**config.mk**
```make
export PLATFORM = sky130hd
export DESIGN_NAME = stopwatch_ctrl
export DESIGN_NICKNAME = d
export VERILOG_FILES = /design/src/rtl/stopwatch_pkg.sv /design/src/rtl/tick_divider.sv /design/src/rtl/stopwatch_ctrl.sv
export SDC_FILE = /design/constraint.sdc
export NUM_CORES = 1
export LEC_CHECK = 0
export BUFFER_PORTS_ARGS = -buffer_cell sky130_fd_sc_hd__buf_2
export CAP_MARGIN = 20
export CORE_UTILIZATION = 30
export DETAILED_ROUTE_END_ITERATION = 7
export PLACE_DENSITY = 0.42
export SLEW_MARGIN = 40
export SYNTH_ARGS = -nofsm -noshare
export SYNTH_HDL_FRONTEND = slang
export SYNTH_SLANG_ARGS = --single-unit
```
**constraint.sdc**
```tcl
create_clock -name clk -period 2.5 [get_ports clk]
set_input_delay 0.5 -clock clk [delete_from_list [all_inputs] [get_ports clk]]
set_output_delay 0.5 -clock clk [all_outputs]
set_load 0.02 [all_outputs]
```
**src/rtl/stopwatch_pkg.sv**
```systemverilog
// Shared encodings for the stopwatch controller: FSM states, speed codes and
// the speed-code to BCD display table.
package stopwatch_pkg;

    typedef enum logic [1:0] {
        ST_IDLE  = 2'd0,
        ST_RUN   = 2'd1,
        ST_PAUSE = 2'd2,
        ST_ALARM = 2'd3
    } state_t;

    localparam logic [1:0] SPD_2X   = 2'd0;
    localparam logic [1:0] SPD_1X   = 2'd1;
    localparam logic [1:0] SPD_HALF = 2'd2;
    localparam logic [1:0] SPD_MIN  = SPD_2X;
    localparam logic [1:0] SPD_MAX  = SPD_HALF;

    // Returns {tens, units} of the speed multiplier shown on the display.
    function automatic logic [7:0] spd_to_bcd(input logic [1:0] code);
        logic [7:0] bcd;
        bcd = 8'h10;
        case (code)
            SPD_2X:   bcd = 8'h20;
            SPD_1X:   bcd = 8'h10;
            SPD_HALF: bcd = 8'h05;
            default:  bcd = 8'h10;
        endcase
        return bcd;
    endfunction

endpackage

```
**src/rtl/tick_divider.sv**
```systemverilog
// Period divider: counts clk cycles while running, period SEC_CYCLES << shift.
// tick is combinational so the controller's registered count_en lands exactly P cycles after RUN entry.
module tick_divider #(
    parameter int SEC_CYCLES = 12500000,
    parameter int DIV_W      = 28
) (
    input  logic       clk,
    input  logic       rst,
    input  logic       run,
    input  logic       zero,
    input  logic [1:0] shift,
    output logic       tick
);

    logic [DIV_W-1:0] cnt;
    logic [DIV_W-1:0] last;
    logic             at_last;

    assign last    = (DIV_W'(SEC_CYCLES) << shift) - DIV_W'(1);
    assign at_last = (cnt == last);
    // A zeroing request (speed change, clear, fresh start) also swallows a coincident tick.
    assign tick    = run && !zero && at_last;

    // NOTE: sequential state uses non-blocking assignments so every register samples pre-edge values.
    always_ff @(posedge clk) begin
        if (rst || zero) begin
            cnt <= '0;
        end else if (run) begin
            cnt <= at_last ? '0 : cnt + DIV_W'(1);
        end
    end

endmodule

```
**src/rtl/stopwatch_ctrl.sv**
```systemverilog
// Stopwatch control FSM: turns debounced button pulses into one-cycle count enables,
// direction, clear and speed selection for the mm:ss datapath.
module stopwatch_ctrl
    import stopwatch_pkg::*;
#(
    parameter int SEC_CYCLES = 12500000,
    parameter int DIV_W      = 28
) (
    input  logic       clk,
    input  logic       rst,
    input  logic       start_p,
    input  logic       dir_p,
    input  logic       fast_p,
    input  logic       slow_p,
    input  logic       clear_p,
    input  logic       at_zero,
    output logic       count_en,
    output logic       count_dn,
    output logic       clr_digits,
    output logic [1:0] spd_code,
    output logic [3:0] spd_bcd1,
    output logic [3:0] spd_bcd0,
    output logic [1:0] state_o,
    output logic       alarm
);

    state_t     state;
    logic [1:0] spd_next;
    logic       spd_chg;
    logic       div_zero;
    logic       tick;

    // NOTE: every always_comb output gets a default first so no latch can be inferred.
    always_comb begin
        spd_next = spd_code;
        if (fast_p && !slow_p && spd_code != SPD_MIN) begin
            spd_next = spd_code - 2'd1;
        end else if (slow_p && !fast_p && spd_code != SPD_MAX) begin
            spd_next = spd_code + 2'd1;
        end
    end

    assign spd_chg  = (spd_next != spd_code);
    assign div_zero = spd_chg || clear_p || (start_p && state == ST_IDLE);

    tick_divider #(
        .SEC_CYCLES(SEC_CYCLES),
        .DIV_W     (DIV_W)
    ) u_div (
        .clk  (clk),
        .rst  (rst),
        .run  (state == ST_RUN),
        .zero (div_zero),
        .shift(spd_code),
        .tick (tick)
    );

    always_ff @(posedge clk) begin
        if (rst) begin
            state      <= ST_IDLE;
            count_dn   <= 1'b0;
            count_en   <= 1'b0;
            clr_digits <= 1'b0;
            alarm      <= 1'b0;
            spd_code   <= SPD_1X;
            {spd_bcd1, spd_bcd0} <= spd_to_bcd(SPD_1X);
        end else begin
            count_en   <= 1'b0;
            clr_digits <= 1'b0;
            spd_code   <= spd_next;
            {spd_bcd1, spd_bcd0} <= spd_to_bcd(spd_next);

            if (clear_p) begin
                state      <= ST_IDLE;
                alarm      <= 1'b0;
                clr_digits <= 1'b1;
            end else if (start_p) begin
                case (state)
                    ST_IDLE:  state <= ST_RUN;
                    ST_RUN:   state <= ST_PAUSE;
                    ST_PAUSE: state <= ST_RUN;
                    ST_ALARM: begin
                        state <= ST_IDLE;
                        alarm <= 1'b0;
                    end
                    default:  state <= ST_IDLE;
                endcase
            end else begin
                if (dir_p && (state == ST_IDLE || state == ST_PAUSE)) begin
                    count_dn <= ~count_dn;
                end
                // Counting down into 00:00 stops in ALARM instead of wrapping to 59:59.
                if (tick) begin
                    if (count_dn && at_zero) begin
                        state <= ST_ALARM;
                        alarm <= 1'b1;
                    end else begin
                        count_en <= 1'b1;
                    end
                end
            end
        end
    end

    assign state_o = state;

endmodule

```
==> results of run 1 <==
==> per-layer routing <==
layer	vias up	global-route usage, %	share of wire (%)
li1	860	-	-
met1	758	18.1	52
met5	-	0	0
met4	0	4.47	0.95
met3	6	3.11	2.4
met2	17	19.8	45
==> cell type report <==
type / instances / area (sq um)
Clock buffer: 5 / 68.8
Multi-Input combinational cell: 181 / 1290
Tap cell: 96 / 120
Sequential cell: 39 / 782
Inverter: 13 / 48.8
Clock inverter: 3 / 15.0
Fill cell: 747 / 4460
Timing Repair Buffer: 26 / 160
==> cell usage after synthesis, types with 4 or more instances <==
cell type,instances,share of area (%)
nand3_1,7,1.6
nor3_1,10,2.3
nand4_1,8,2.3
nor2_1,37,6.3
inv_1,13,2.2
xor2_1,11,4.4
nand2_1,12,2.0
dfxtp_1,39,36
ha_1,10,5.7
xnor2_1,29,12
buf_4,8,2.7
nor4_1,6,1.7
nor4_4,4,3.9
==> state kept, by name, summed over array words and instances, names as in the netlist <==
name and flops:
count_en 1, spd_code 2, count_dn 1, alarm 1
spd_bcd0 1, spd_bcd1 2, state_o 2, clr_digits 1
u_div.cnt 28
==> cell families (layout without fill, tap and decap cells) <==
kind of cell | after synthesis | after routing
buf+inv | 27 | 47
fa+ha+maj | 10 | 10
xor+xnor | 40 | 40
compound gates | 13 | 13
flops | 39 | 39
mux | 3 | 3
simple gates | 111 | 111
other cells | 1 | 4
==> report_power, final <==
part           total (W)  internal [W]  switching (W)
logic           0.000214     0.0000854       0.000129
registers       0.000650      0.000637      0.0000127
clock network   0.000426      0.000191       0.000235
total            0.00129      0.000914       0.000376
==> metrics by stage <==
| step | cells | hold slack [ns] | area [sq um] | setup WS, ns |
|---|---|---|---|---|
| floorplan | 247 | 0.472 | 2210 | 0.175 |
| global placement | 355 | 0.470 | 2390 | 0.214 |
| detailed placement | 355 | 0.482 | 2390 | 0.106 |
| CTS | 363 | 0.400 | 2470 | 0.0690 |
| global route | 363 | 0.398 | 2480 | 0.0165 |
| finish | 363 | 0.411 | 2480 | 0.223 |
==> cell usage in the layout, fill, tap and decap left out, drive strengths merged, types with 3 or more instances in the layout <==
cell and instances:
inv 13, nor4 10, and3b 3, nand2 12
ha 10, buf 26, nor3 10, conb 4
clkinv 3, nand4 9, nand3 9, dfxtp 39
a21oi 3, xor2 11, nor2b 3, nor2 40
xnor2 29, nand2b 3, clkbuf 5, mux2i 3
==> final timing paths <==
path	startpoint	to	slack (ns)
setup / recovery	spd_code[0]	u_div.cnt[23]	0.22
hold / removal	clear_p	state_o[0]	0.41
setup reg to reg	spd_code[0]	u_div.cnt[23]	0.22
hold reg to reg	alarm	alarm	0.50
==> critical path: stages (launching register included) <==
cell	delay [ns]
dfxtp_1	0.41
buf_4	0.16
ha_1	0.27
xor2_1	0.18
nand4_1	0.10
a2111oi_1	0.38
buf_4	0.19
a41o_1	0.21
buf_12	0.19
nor2_1	0.07
==> repair_timing <==
item / 4_1_cts / 5_1_grt
resized for setup: 0 / 3
setup endpoints to repair: 0 / 30
buffers inserted: 0 / 0
==> run summary, run 1 <==
The path class of the tightest hold or removal check is input pin to flip-flop. The detail route stage leaves a number of antenna-violating nets equal to 0. After Yosys synthesis, XOR and XNOR cells account for 15.9% of the synthesized area. The total number of vias came out at 1641. In the synthesized netlist the async set-or-reset flop fraction comes to 0%. The net count of the finished layout is 284. The worst path needs 2.28 ns of the cycle, external delays included.

The slew of the pin with the lowest slew margin came out at 0.525 ns. In this run, post-CTS hold repair placed 0 buffers. The predominant post-synthesis flop cell is dfxtp_1. Dividing the final minimum period by the clock period gives 91.1%. Summing the areas of all fa, ha and maj instances in the mapped netlist gives 5.69% of the synthesized area.

The logs give 2.69 ns for the critical path required time and 64.7% for the max-slew headroom at the worst pin. The final routed wirelength across all metal layers is 4530 microns. Using the TritonRoute via totals, the vias-per-cell ratio works out to 4.52. The wire-length estimate of the detail-placed layout is 3250 microns.

After synthesis, the mean cell area works out to 9.01 sq um. Number of I/O pins: 24. The number of global-route vias before repair is 1568. The run gives 28 as the pin count of the biggest net entering global routing.

By area, the combinational part of the netlist is dominated by simple AND/OR/NAND/NOR gates. After layout, the design draws a total of 0.00129 W. Setup total negative slack on the finished layout was measured at 0 ns. TritonCTS built the clock tree. Before antenna repair, the detailed router went through 4 iterations. The total overflow left after global routing is 0.

The synthesized flop and latch total was 39; the number of endpoints failing setup at the final stage was 0. The overall die area is 7670 sq um, and the number of enable-type register cells in the synthesized netlist is 0. In this run the deepest clock path goes through 2 buffers.

The tree built by TritonCTS fans out to 39 sinks. For this run, the total global-route usage over all layers was measured as 13.0%. The share of cell area taken by muxes after synthesis is 1.37%, and the post-synthesis compound-gate area fraction is 4.10%. Die boundary height: 87.6 microns.

The number of max-capacitance violations reported was 0. Clock skew on the completed layout was measured at 0.00475 ns. For this run, the number of Yosys warnings is 0. Buffers placed on the I/O ports in this run total 19. Area of the core: 6940 sq um. In this run the static leakage power is 0.921 nW. The clock transition time at the flip-flop clock pins of the worst setup and hold paths was 0.08 ns. After synthesis, flip-flops and latches occupy 35.5% of the total area.

At the later pin of the worst-skew pair, clock insertion delay measures 0.30 ns. After detailed routing, the average wire length per cell comes to 12.5 microns. For this configuration, the core starts out at a cell density of 31.7%. The maximum clock frequency was 439 MHz. Setup repair after global routing left no endpoint under its margin. Area share of and/or/nand/nor cells after synthesis: 30.4%.

The run finished with clean final reports. Synthesis handed over a netlist of 244 instances. The number of slew-limit violations in the final report was 0; the number of cells traversed by the worst register-to-register path was 9. The repair_antennas step left the layout with diodes totalling 0.

Largest driver fanout on the critical path: 27. Yosys mapped the design onto 43 distinct sky130hd cell types. Row generation in the floorplan step produced 30 rows. Buffers inserted during clock tree synthesis total 5. The first-pass GRT wire length came out at 7690 microns. The kind of launch point of the worst setup path was a flip-flop. The H-tree was split into 2 levels.

The final hold violation count is 0. Power spread over the standard cell area amounts to 520 nW/um^2. For the number of antenna violations at the first check in global routing, the log shows 0.

The data arrival time of the critical path is 2.47 ns. The tools report the cell at the root of the clock tree as clkbuf_8. The type of the worst setup path is flip-flop to flip-flop. The cell area that synthesis handed to floorplanning was 2200 sq um. The DRC marker count from the first detailed-route iteration is 63. The area growth from synthesis to layout is 12.9%. At the end of the flow the core is filled with cells to 35.7%. The worst hold path was traced through 2 stages. Across the VDD grid, the largest voltage drop is 0.174 mV. Of the cells placed in the final design, the portion with a size suffix greater than 1 is 18.0%.

The tools report the kind of end point of the critical path as a flip-flop. The die outline width works out to 87.6 microns. Routability-driven placement congestion ratio: 0.726. DRC violations left: 0.
Note: power is estimated with default switching activity, not from simulation.
==> run 2: changes to the inputs <==
CORE_ASPECT_RATIO = 1.1   (was not set)
CTS_BUF_LIST = sky130_fd_sc_hd__clkbuf_2   (was not set)
PLACE_DENSITY = 0.55   (was 0.42)
==> run 2 against run 1 <==
Net effect: register-to-register slack better by 0.07 ns; global-route usage down 0.74 points; final area fell by 3.5%; sequential power hardly changed; hold slack got worse by 0.12 ns; cell count is 3.9% lower; non-clock buffer count is 2 lower; die area about the same; power is 13% lower; largest cell class unchanged; highest routed layer unchanged.
==> run summary, run 2 (synthesized netlist as in run 1, its figures left out) <==
The detail-routed net length per standard cell is 12.4 microns (was 12.5 microns), and the sum of net half-perimeters after detailed placement is 3130 microns (was 3250 microns). The cell at the root of the clock tree was clkbuf_2 (was clkbuf_8). The tools report the leftover overflow at the end of global routing as 0 (unchanged). The register with the most flip-flops was u_div.cnt (unchanged). The type of the worst setup path is flip-flop to flip-flop (unchanged). The die outline width is 83.6 microns (was 87.6 microns), and the number of endpoints failing setup at the final stage is 0 (unchanged). The run gives 0.733 (was 0.726) as the routability-driven placement congestion ratio. The number of cells traversed by the worst hold path works out to 2 (unchanged). The number of hold buffers added after CTS is 0 (unchanged), and the filler cell count in the final layout is 745 (was 747). The largest driver fanout on the critical path works out to 27 (unchanged).

The tools report the kind of end point of the critical path as a flip-flop (unchanged). Detailed-routed wire length on met3: 126 microns (was 108 microns). The placement row count was 32 (was 30); the number of global-route vias before repair was 1661 (was 1568).

Crit path cell chain: inv_1, ha_1, inv_1, ha_1, xnor2_1, nor4_1, a41o_1, buf_12, nor2_1 (was buf_4, ha_1, xor2_1, nand4_1, a2111oi_1, buf_4, a41o_1, buf_12, nor2_1). The most common cell after layout, fill and taps aside was dfxtp_1 (unchanged). The tools report the cell area reported after detailed placement as 2360 sq um (was 2390 sq um).

Number of setup buffers added after CTS: 0 (unchanged). The run gives 2 (unchanged) as the maximum buffer depth of the clock tree. The clock transition time at the flip-flop clock pins of the worst setup and hold paths was 0.20 ns (was 0.08 ns); the total number of vias was 1666 (was 1641).

The number of I/O pins is 24 (unchanged). The pin count of the biggest net entering global routing is 28 (unchanged). The maximum vdd ir drop was 0.217 mV (was 0.174 mV). Setup repair after global routing left no endpoint under its margin.

The startpoint of the lowest-slack register-to-register path is spd_code[0] (unchanged). The utilization after layout was 34.0% (was 35.7%). Final routed wirelength across all metal layers: 4330 microns (was 4530 microns). The number of antenna violations at the first check in global routing is 0 (unchanged). The die boundary height was 91.8 microns (was 87.6 microns); the later-pin clock latency in the skew report was 0.38 ns (was 0.30 ns).

For the maximum clock frequency, the log shows 454 MHz (was 439 MHz). The family of cells with the greatest summed delay on the critical path is adder cells (was compound AO/OA/AOI/OAI gates). The setup slack of the worst register-to-register path is 0.30 ns (was 0.22 ns), and the overall die area is 7670 sq um (about the same). Max-slew headroom at the worst pin: 58.6% (was 64.7%). The power density relative to cell area came out at 468 nW/um^2 (was 520 nW/um^2). The kind of launch point of the worst setup path is a flip-flop (unchanged). The stage delay of the slowest cell on the critical path was 0.38 ns (was 0.41 ns). The worst-case hold path end point is state_o[0] (unchanged). The number of diodes is 0 (unchanged), and the data arrival time of the critical path is 2.49 ns (was 2.47 ns). The final setup TNS is 0 ns (unchanged), and the final cycle utilization of the critical path is 88.1% (was 91.1%). The number of max-capacitance violations reported came out at 0 (unchanged). Most frequent cells in the layout: 38 x dfxtp_1, 37 x nor2_1, 29 x xnor2_1 (unchanged).

For the number of slew-limit violations in the final report, the log shows 0 (unchanged). For the leakage power figure, the log shows 0.888 nW (was 0.921 nW). The layout-stage area growth over the synthesis result works out to 8.99% (was 12.9%).

The number of nets in the layout was 282 (was 284). The flip-flop count of the largest register after layout is 28 (unchanged). The ratio of cells with drive above 1 in the final layout is 16.3% (was 18.0%), and the clock buffer count from CTS is 5 (unchanged).

The run gives 4 (unchanged) as the number of search-and-repair iterations in the first detailed-routing pass. Number of buffers added on ports: 19 (unchanged). The top layer used by detailed routing was met4 (unchanged).

TritonCTS built the clock tree. The clock period minus final worst setup slack was 2.20 ns (was 2.28 ns). The first-pass GRT wire length was 7620 microns (was 7690 microns); the clock sink total was 39 (unchanged).

The run finished with clean final reports. The run gives 31.2% (was 31.7%) as the starting utilization of the core area. The slew of the pin with the lowest slew margin works out to 0.613 ns (was 0.525 ns). The run gives 0.0102 ns (was 0.00475 ns) as the post-route clock skew. The terminus of the critical flop-to-flop path was u_div.cnt[25] (was u_div.cnt[23]). The class of the tightest hold or removal check is input pin to flip-flop (unchanged). For the final hold violation count, the log shows 0 (unchanged). For the overall global routing resource usage, the log shows 12.3% (was 13.0%). The cell with the largest stage delay on the worst path is dfxtp_1 (unchanged). The vias per cell is 4.77 (was 4.52). The critical path required time was 2.79 ns (was 2.69 ns). The run gives 2050 microns (was 2360 microns) as the wire length on met1. The post-layout instance area was 2400 sq um (was 2480 sq um). The tools report the startpoint of the worst hold path as clear_p (unchanged). The DRC violations left is 0 (unchanged), and the DRC marker count from the first detailed-route iteration is 60 (was 63).

Area of the core: 7050 sq um (was 6940 sq um). For the wire length on met2, the log shows 2060 microns (was 2020 microns). The H-tree depth is 2 (unchanged), and the number of buffer and inverter stages on the critical path is 3 (unchanged). The count of nets left with antenna violations after detail routing was 0 (unchanged). The number of cells traversed by the worst register-to-register path works out to 9 (unchanged).
-- run 2: cell type report --
type / count / area [sq um] / share of cell area, %
multi-input combinational: 181 / 1280 / 53.4
sequential: 39 / 782 / 32.6
timing repair buffer: 24 / 145 / 6.06
tap: 85 / 106 / 4.44
inverter: 13 / 48.8 / 2.04
clock buffer: 5 / 25.0 / 1.04
clock inverter: 2 / 8.76 / 0.366
-- run 2: routing by layer --
layer  GRT usage, %  vias to the layer above
met5              0                        -
met4           5.51                        0
met3           2.70                        6
met2           21.3                       27
met1           14.5                      777
li1               -                      856
-- run 2: what timing repair did --
item                                   4_1_cts  5_1_grt
setup endpoints to repair                    0       28
gates resized for setup                      0        1
endpoints found under the hold margin        0        0
-- run 2: how the worst max path moves through the flow --
stage	to	depth (start not counted)	start
floorplan	u_div.cnt[8]	9	spd_code[0]
global route	u_div.cnt[19]	9	spd_code[0]
global placement	u_div.cnt[3]	10	spd_code[1]
detailed placement	u_div.cnt[0]	9	spd_code[1]
CTS	u_div.cnt[19]	9	spd_code[1]
finish	u_div.cnt[25]	9	spd_code[0]
-- run 2: stage by stage --
stage	power, W	setup slack, ns	hold slack (ns)	instances
floorplan	0.000821	0.175	0.472	247
global placement	0.000871	0.254	0.494	342
detailed placement	0.000871	0.210	0.471	342
CTS	0.00114	0.158	0.257	349
global route	0.00119	0.0218	0.259	349
finish	0.00112	0.298	0.291	349
-- run 2: power breakdown --
group | leakage, nW | switching [W] | internal (W)
registers | 0.316 | 0.0000134 | 0.000639
logic | 0.546 | 0.000123 | 0.0000817
clock network | 0.0262 | 0.000205 | 0.0000594
==> run 3: changes to the inputs <==
CORE_MARGIN = 3   (was not set)
CORE_UTILIZATION = 60   (was 30)
PLACE_DENSITY = 0.9   (was 0.55)
==> run 3 against run 2 <==
Net effect: final area is 1.9% lower; critical path depth up 1; die area shrank 42%; combinational power increased by 3%; cell count fell by 10%; non-clock buffer count did not move; setup slack improved by 0.0079 ns; maximum frequency up 0.36%; largest power group unchanged; clock power increased by 3%.
==> run summary, run 3 (synthesized netlist as in run 1, its figures left out) <==
The flow ran to the end, and the final reports show no timing, DRC or antenna violations. The cell area reported after detailed placement is 2300 sq um (was 2360 sq um). The placed cell count came out at 305 (was 342). Crit path cell chain: inv_1, ha_1, inv_1, ha_1, nand2b_1, xnor2_1, o31ai_1, a41o_1, buf_4, nor2_1 (was inv_1, ha_1, inv_1, ha_1, xnor2_1, nor4_1, a41o_1, buf_12, nor2_1). The slew of the pin with the lowest slew margin is 0.580 ns (was 0.613 ns), and the DRC violations left is 0 (unchanged). The clock network power share came out at 24.0% (was 23.5%).

Number of I/O pins: 24 (unchanged). The run gives 0 (unchanged) as the leftover overflow at the end of global routing. The count of nets left with antenna violations after detail routing came out at 0 (unchanged). The run gives 0 (unchanged) as the number of antenna violations at the first check in global routing.

The H-tree depth came out at 2 (unchanged). The total number of vias was 1702 (was 1666). The routability-driven placement congestion ratio is 0.812 (was 0.733).

Class of the tightest hold or removal check: input pin to flip-flop (unchanged). Kind of end point of the critical path: a flip-flop (unchanged). Critical path required time: 2.81 ns (was 2.79 ns). The tools report the filler cell count in the final layout as 301 (was 745). The tools report the maximum vdd ir drop as 0.335 mV (was 0.217 mV).

Most frequent cells in the layout: 38 x dfxtp_1, 37 x nor2_1, 29 x xnor2_1 (unchanged). The tools report the maximum buffer depth of the clock tree as 2 (unchanged). The run gives 0.136 ns (was 0.210 ns) as the worst-case setup slack after placement. Clock period minus final worst setup slack: 2.19 ns (was 2.20 ns). For the number of global-route vias before repair, the log shows 1624 (was 1661). The power density relative to cell area came out at 482 nW/um^2 (was 468 nW/um^2). For the maximum clock frequency, the log shows 456 MHz (was 454 MHz). The logs give 20 (was 28) for the pin count of the biggest net entering global routing and 0.000351 W (was 0.000341 W) for the switching power.

For the later-pin clock latency in the skew report, the log shows 0.40 ns (was 0.38 ns). For the number of diodes, the log shows 0 (unchanged). The part of the power in registers is 57.4% (was 58.2%), and the ratio of cells with drive above 1 in the final layout is 16.6% (was 16.3%).

The post-route clock skew was 0.0238 ns (was 0.0102 ns); the final setup slack of the worst path was 0.306 ns (was 0.298 ns). The number of slew-limit violations in the final report is 0 (unchanged), and the largest driver fanout on the critical path is 19 (was 27). The clock sink total was 39 (unchanged); the internal cell power was 0.000783 W (was 0.000780 W). Part of the power in combinational logic: 18.6% (was 18.2%). The kind of launch point of the worst setup path is a flip-flop (unchanged). Cell at the root of the clock tree: clkbuf_2 (unchanged).

The number of buffers added on ports was 19 (unchanged); the post-cts sizing count was 0 (unchanged). The number of max-capacitance violations reported came out at 0 (unchanged). Overall global routing resource usage: 20.1% (was 12.3%). Number of non-filler instances in the completed layout: 313 (was 349). The area of the core came out at 3410 sq um (was 7050 sq um). Type of the worst setup path: flip-flop to flip-flop (unchanged). Stage delay of the slowest cell on the critical path: 0.45 ns (was 0.38 ns). The most common cell after layout, fill and taps aside was dfxtp_1 (unchanged).

The sum of net half-perimeters after detailed placement was 3070 microns (was 3130 microns); the net switching share of the total power was 30.9% (was 30.4%). The tools report the smallest hold slack as 0.269 ns (was 0.291 ns). TritonCTS built the clock tree. The tools report the clock buffer count from CTS as 5 (unchanged). The logs give 2350 sq um (was 2400 sq um) for the post-layout instance area and 4430 sq um (was 7670 sq um) for the overall die area. The cell with the largest stage delay on the worst path was dfxtp_2 (was dfxtp_1). Detail-routed net length per standard cell: 13.2 microns (was 12.4 microns).

The number of setup buffers added after CTS was 0 (unchanged). The die outline width is 63.7 microns (was 83.6 microns). The tools report the number of endpoints failing setup at the final stage as 0 (unchanged). For the final setup TNS, the log shows 0 ns (unchanged). The register with the most flip-flops is u_div.cnt (unchanged). Number of nets in the layout: 282 (unchanged). The final hold violation count is 0 (unchanged), and the starting utilization of the core area is 64.4% (was 31.2%).

For the DRC marker count from the first detailed-route iteration, the log shows 93 (was 60). Placement row count: 22 (was 32). The number of hold buffers added after CTS was 0 (unchanged); the flip-flop count of the largest register after layout was 28 (unchanged).

Final routed wirelength across all metal layers: 4140 microns (was 4330 microns). Setup repair after global routing left no endpoint under its margin. The layout-stage area growth over the synthesis result is 6.94% (was 8.99%), and the clock transition time at the flip-flop clock pins of the worst setup and hold paths is 0.21 ns (was 0.20 ns). The die boundary height came out at 69.5 microns (was 91.8 microns). The final cycle utilization of the critical path is 87.8% (was 88.1%). The data arrival time of the critical path was 2.50 ns (was 2.49 ns); the max-slew headroom at the worst pin was 60.8% (was 58.6%). For the first-pass GRT wire length, the log shows 7250 microns (was 7620 microns). The logs give 0.879 nW (was 0.888 nW) for the leakage power figure and 5 (was 4) for the number of search-and-repair iterations in the first detailed-routing pass. Vias per cell: 5.44 (was 4.77).
[run 3: final timing paths]
path | endpoint | startpoint | cells past startpoint | slack [ns]
setup / recovery | u_div.cnt[19] | spd_code[1] | 10 | 0.31
hold / removal | state_o[0] | clear_p | 2 | 0.27
setup reg to reg | u_div.cnt[19] | spd_code[1] | 10 | 0.31
hold reg to reg | alarm | alarm | 2 | 0.49
[run 3: power groups by stage]
stage	combinational, W	clock, W	sequential, W
6_report	0.000211	0.000272	0.000651
5_1_grt	0.000235	0.000301	0.000654
4_1_cts	0.000209	0.000277	0.000650
3_5_place_dp	0.000208	0	0.000663
3_3_place_gp	0.000200	0	0.000662
2_1_floorplan	0.000135	0	0.000686
[run 3: critical path, delay by kind of cell (launching register included)]
family,cells,cell delay [ns]
DFF,1,0.45
buffers and inverters,3,0.44
xor gates and xnor gates,1,0.12
and+or+nand+nor,2,0.13
AOI/OAI and AO/OA,2,0.55
adders and majority gates,2,0.39
[run 3: per-layer routing]
metal	vias to the layer above	GRT usage [%]	routed length, microns
met3	7	6.00	162
met4	0	4.80	48
met2	27	35.2	2110
met5	-	0	0
li1	855	-	-
met1	813	23.9	1820
[run 3: through the flow]
stage,util (%),total power [W]
finish,68.9,0.00113
detailed placement,67.4,0.000871
global route,68.9,0.00119
global placement,67.4,0.000862
CTS,68.6,0.00114
floorplan,-,0.000821
[run 3: layout make-up]
| class | count | area (sq um) | share of cell area, % |
|---|---|---|---|
| Timing Repair Buffer | 24 | 133 | 5.64 |
| Sequential cell | 39 | 782 | 33.3 |
| Inverter | 13 | 48.8 | 2.08 |
| Multi-Input combinational cell | 181 | 1290 | 54.8 |
| Tap cell | 48 | 60.1 | 2.55 |
| Clock inverter | 3 | 15.0 | 0.639 |
| Clock buffer | 5 | 25.0 | 1.06 |
